===== src/rtl/rom_arb_pkg.sv =====
// Shared types and default widths for the J1 code-ROM arbiter.
// The owner encoding also identifies the response pipeline state (NONE = idle).
package rom_arb_pkg;

  localparam int unsigned ARB_ADDR_WIDTH = 13;
  localparam int unsigned ARB_DATA_WIDTH = 16;
  localparam int unsigned WAIT_CNT_WIDTH = 4;

  typedef enum logic [1:0] {
    OWN_NONE  = 2'd0,
    OWN_FETCH = 2'd1,
    OWN_WB    = 2'd2
  } owner_e;

endpackage


===== src/rtl/rom_arb_starve.sv =====
// Starvation guard for the Wishbone port: counts consecutive denied read cycles
// and forces a Wishbone win once the count reaches MAX_WAIT (1..15).
module rom_arb_starve
  import rom_arb_pkg::*;
#(
  parameter int unsigned MAX_WAIT = 4
) (
  input  logic clock,
  input  logic reset,
  input  logic i_wb_rd_req,
  input  logic i_wb_gnt,
  output logic o_force_wb
);

  localparam logic [WAIT_CNT_WIDTH-1:0] WAIT_LIMIT = WAIT_CNT_WIDTH'(MAX_WAIT);

  logic [WAIT_CNT_WIDTH-1:0] r_wait_cnt;
  logic [WAIT_CNT_WIDTH-1:0] w_wait_nxt;

  // Count only denied reads; any grant or idle cycle restarts the streak.
  always_comb begin
    w_wait_nxt = '0;
    if (i_wb_rd_req && !i_wb_gnt) begin
      if (r_wait_cnt == WAIT_LIMIT) begin
        w_wait_nxt = r_wait_cnt;
      end else begin
        w_wait_nxt = r_wait_cnt + WAIT_CNT_WIDTH'(1);
      end
    end
  end

  always_ff @(posedge clock or posedge reset) begin
    if (reset) begin
      r_wait_cnt <= '0;
    end else begin
      r_wait_cnt <= w_wait_nxt;
    end
  end

  assign o_force_wb = (r_wait_cnt == WAIT_LIMIT);

endmodule


===== src/rtl/rom_arbiter.sv =====
// Shares the single-port J1 code ROM between instruction fetch and a Wishbone
// pipelined read port; fetch has priority, bounded by a starvation guard.
module rom_arbiter
  import rom_arb_pkg::*;
#(
  parameter int unsigned ADDR_WIDTH = ARB_ADDR_WIDTH,
  parameter int unsigned DATA_WIDTH = ARB_DATA_WIDTH,
  parameter int unsigned MAX_WAIT   = 4
) (
  input  logic                  clock,
  input  logic                  reset,
  input  logic                  fetch_req,
  input  logic [ADDR_WIDTH-1:0] fetch_addr,
  output logic                  fetch_gnt,
  output logic                  fetch_valid,
  output logic [DATA_WIDTH-1:0] fetch_data,
  input  logic                  wb_cyc_i,
  input  logic                  wb_stb_i,
  input  logic                  wb_we_i,
  input  logic [ADDR_WIDTH-1:0] wb_adr_i,
  output logic [DATA_WIDTH-1:0] wb_dat_o,
  output logic                  wb_ack_o,
  output logic                  wb_err_o,
  output logic                  wb_stall_o,
  output logic                  rom_cen,
  output logic [ADDR_WIDTH-1:0] rom_address,
  input  logic [DATA_WIDTH-1:0] rom_q
);

  logic   w_wb_rd_req;
  logic   w_wb_wr_req;
  logic   w_force_wb;
  logic   w_gnt_fetch;
  logic   w_gnt_wb;
  owner_e r_owner;
  owner_e w_owner_nxt;
  logic   r_wr_err;

  assign w_wb_rd_req = wb_cyc_i & wb_stb_i & ~wb_we_i;
  assign w_wb_wr_req = wb_cyc_i & wb_stb_i &  wb_we_i;

  rom_arb_starve #(
    .MAX_WAIT (MAX_WAIT)
  ) u_starve (
    .clock       (clock),
    .reset       (reset),
    .i_wb_rd_req (w_wb_rd_req),
    .i_wb_gnt    (w_gnt_wb),
    .o_force_wb  (w_force_wb)
  );

  // Response pipeline: owner records this cycle's grant for next cycle's data.
  always_ff @(posedge clock or posedge reset) begin
    if (reset) begin
      r_owner <= OWN_NONE;
    end else begin
      r_owner <= w_owner_nxt;
    end
  end

  // Arbitration; a write never competes for the ROM, so fetch still wins alongside it.
  always_comb begin
    w_gnt_fetch = 1'b0;
    w_gnt_wb    = 1'b0;
    w_owner_nxt = OWN_NONE;
    if (w_wb_rd_req && (!fetch_req || w_force_wb)) begin
      w_gnt_wb    = 1'b1;
      w_owner_nxt = OWN_WB;
    end else if (fetch_req) begin
      w_gnt_fetch = 1'b1;
      w_owner_nxt = OWN_FETCH;
    end
  end

  always_comb begin
    rom_address = '0;
    if (w_gnt_wb) begin
      rom_address = wb_adr_i;
    end else if (w_gnt_fetch) begin
      rom_address = fetch_addr;
    end
  end

  assign rom_cen    = w_gnt_fetch | w_gnt_wb;
  assign fetch_gnt  = w_gnt_fetch;
  assign wb_stall_o = w_wb_rd_req & ~w_gnt_wb;

  always_ff @(posedge clock or posedge reset) begin
    if (reset) begin
      r_wr_err <= 1'b0;
    end else begin
      r_wr_err <= w_wb_wr_req;
    end
  end

  // Late responses are dropped when the master has already abandoned the cycle.
  assign fetch_valid = (r_owner == OWN_FETCH);
  assign wb_ack_o    = (r_owner == OWN_WB) & wb_cyc_i;
  assign wb_err_o    = r_wr_err & wb_cyc_i;
  assign fetch_data  = rom_q;
  assign wb_dat_o    = rom_q;

endmodule


===== config.mk =====
export PLATFORM = sky130hd
export DESIGN_NAME = rom_arbiter
export DESIGN_NICKNAME = d
export VERILOG_FILES = /design/src/rtl/rom_arb_pkg.sv /design/src/rtl/rom_arb_starve.sv /design/src/rtl/rom_arbiter.sv
export SDC_FILE = /design/constraint.sdc
export NUM_CORES = 1
export LEC_CHECK = 0
export ABC_AREA = 1
export CORE_ASPECT_RATIO = 1.5
export CORE_UTILIZATION = 31
export CTS_BUF_LIST = sky130_fd_sc_hd__clkbuf_2 sky130_fd_sc_hd__clkbuf_4 sky130_fd_sc_hd__clkbuf_8
export CTS_CLUSTER_DIAMETER = 150
export DETAILED_ROUTE_END_ITERATION = 10
export PLACE_DENSITY = 0.87
export REMOVE_ABC_BUFFERS = 1
export SETUP_SLACK_MARGIN = 0.15
export SYNTH_ARGS = -nofsm -noshare
export SYNTH_HDL_FRONTEND = slang
export SYNTH_SLANG_ARGS = --single-unit

===== constraint.sdc =====
create_clock -name clock -period 2.4 [get_ports clock]
set_input_delay 0.36 -clock clock [delete_from_list [all_inputs] [get_ports clock]]
set_output_delay 0.36 -clock clock [all_outputs]
set_load 0.01 [all_outputs]

==> flow_metrics.env <==
export IMPL_outcome="complete, no violations"
export IMPL_clk_pin_slew_ns=0.05
export IMPL_first_pass_iters=4
export IMPL_grt_antenna_before_repair=0
export IMPL_placeableCoreArea_mm2=0.00271
export IMPL_place_ws_ns=0.0410
export IMPL_cts_root_buf="clkbuf_8"
export IMPL_drive_gt1_share_pct=26.2
export IMPL_max_freq_mhz=466
export IMPL_dp_hpwl_um=2360
export IMPL_r2r_end="u_starve.r_wait_cnt[0]"
export IMPL_worstPathRequired_ns=2.04
export IMPL_cp_cell_sequence="clkdlybuf4s50_1, nand2_2, nor2_8, buf_12, nand2_8, nand3_2, nand2_1, dlygate4sd2_1"
export IMPL_synthCells=116
export IMPL_criticalPathCategory="in2out"
export IMPL_die_w_um=45.8
export IMPL_cpMaxStageDelayCell="clkdlybuf4s50_1"
export IMPL_powerDensity_mw_per_mm2=344
export IMPL_critPathMaxStageDelay_ns=0.52
export IMPL_r2r_start="u_starve.r_wait_cnt[0]"
export IMPL_syn_area_um2=893
export IMPL_die_area_mm2=0.00310
export IMPL_grt_pass1_wl_um=4540
export IMPL_cp_arrival_ns=1.79
export IMPL_ff2ff_path_depth=8
export IMPL_initial_core_util_pct=33.0
export IMPL_final_cell_area_mm2=0.00132
export IMPL_num_rows=23
export IMPL_antenna_cells=0
export IMPL_fin_setup_tns_ns=0
export IMPL_cts_tree="yes"
export IMPL_critPathMaxFanout=14
export IMPL_finalCriticalPeriod_ns=2.15
export IMPL_startpoint_type="primary input"
export IMPL_cp_top_family="buffers and inverters"
export IMPL_layout_common_cells="clkdlybuf4s50_1, nand3_1, nand2_1, dlygate4sd2_1, nand3_2"
export IMPL_num_nets_final=196
export IMPL_drtIter0Drc=7
export IMPL_place_congestion=0.696
export IMPL_grt_overflow=0
export IMPL_final_hold_violation_count=0
export IMPL_die_h_um=67.7
export IMPL_holdBufCountCts=0
export IMPL_synth_cell_types=18
export IMPL_hp_class="in2async"
export IMPL_wirelength_um=3040
export IMPL_ir_drop_mv=0.198
export IMPL_ant_nets=0
export IMPL_p_leak_nw=0.669
export IMPL_rsz0062_at_grt="false"
export IMPL_grt_max_degree=15
export IMPL_setup_viol=0
export IMPL_cts_max_level=1
export IMPL_clkSinkCount=7
export IMPL_vias_per_cell=4.74
export IMPL_clk_path_buf_depth=2
export IMPL_port_buffer_count=50
export IMPL_syn_to_final_growth_pct=47.2
export IMPL_io_pins=99
export IMPL_numCtsBuffers=3
export IMPL_final_common_cell="clkdlybuf4s50_1"
export IMPL_drv_slew=0
export IMPL_drv_cap=0
export IMPL_wl_per_cell_um=16.7
export IMPL_syn_area_per_cell_um2=7.70
export IMPL_synth_seq_cells=7
export IMPL_final_setup_skew_ns=0.00376
export IMPL_finalCritPeriodShare_pct=89.4
export IMPL_drc=0
export IMPL_setup_slack_ns=0.253
export IMPL_placed_area_mm2=0.00121
export IMPL_yosysSeqAreaShare_pct=19.6
export IMPL_tightest_slew_ns=0.288
export IMPL_max_slew_margin_rel_pct=80.8
export IMPL_ys_warn_count=0
export IMPL_clock_latency_ns=0.23
export IMPL_critPathBufInv=3
export IMPL_crit_path_end_kind="primary output"
export IMPL_num_vias=862
export IMPL_first_global_vias=966
export IMPL_r2r_slack_ns=1.03
export IMPL_grt_usage_pct=20.7
[state kept, by name, summed over array words and instances, names as in the netlist]
signal               count
r_owner                  2
u_starve.r_wait_cnt      4
r_wr_err                 1
[cell type report]
type,count,area (um^2)
Clock inverter,1,5.00
Inverter,12,45.0
Tap cell,37,46.3
Sequential cell,7,176
Timing Repair Buffer,61,599
Multi-Input combinational cell,61,402
Clock buffer,3,41.3
Fill cell,272,1390
[worst max-delay path by stage]
stage                                start               to  slack [ns]  depth (start not counted)
finish                            wb_cyc_i   rom_address[6]        0.25                          8
global route                      wb_cyc_i  rom_address[12]        0.16                          8
CTS                 u_starve.r_wait_cnt[0]   rom_address[8]        0.02                          8
detailed placement                wb_cyc_i       wb_stall_o        0.04                          7
global placement                  wb_cyc_i   rom_address[4]        0.07                          7
floorplan           u_starve.r_wait_cnt[0]        fetch_gnt        0.82                          7
[cell usage after synthesis, drive strengths merged]
cell,n,share of area [%]
xor2,1,0.98
buf,36,31
nand3,28,21
xnor2,1,0.98
ha,2,2.8
nor2,10,8.0
inv,12,5.0
dfrtp,7,20
nand2,19,9.9
[metrics by stage]
step / total power (W) / cells / hold WS (ns) / util, %
final: 0.000453 / 182 / 0.394 / 48.6
after global routing: 0.000478 / 182 / 0.426 / 48.6
after CTS: 0.000451 / 179 / 0.381 / 47.5
after detailed placement: 0.000282 / 172 / 0.508 / 44.7
after global placement: 0.000278 / 172 / 0.475 / 44.7
after floorplan: 0.000171 / 80 / 0.163 / -
[what timing repair did]
item                       in CTS  in global routing
resized for setup              16                  3
setup endpoints to repair      16                  4
pin swaps                       1                  2
setup buffers                   3                  3
[power breakdown]
group	switching (W)	total (W)	internal, W
clock	0.0000596	0.000173	0.000113
sequential	0.00000181	0.000123	0.000121
combinational	0.0000650	0.000157	0.0000924
[cell families after synthesis]
group | Yosys count | synth area share (%)
adder cells (fa/ha/maj) | 2 | 2.80
flip-flops | 7 | 19.6
XOR/XNOR | 2 | 1.96
buffers and inverters | 48 | 36.4
AND/OR/NAND/NOR | 57 | 39.2
[layer usage]
| metal | track usage (%) | up-vias | wire length, um | part of all wire, % |
|---|---|---|---|---|
| met3 | 14.7 | 6 | 489 | 16 |
| met2 | 33.2 | 74 | 1480 | 49 |
| met1 | 19.1 | 394 | 1020 | 34 |
| li1 | - | 388 | - | - |
| met4 | 10.3 | 0 | 48 | 1.6 |
| met5 | 4.00 | - | 0 | 0 |
Note: power is estimated with default switching activity, not from simulation.
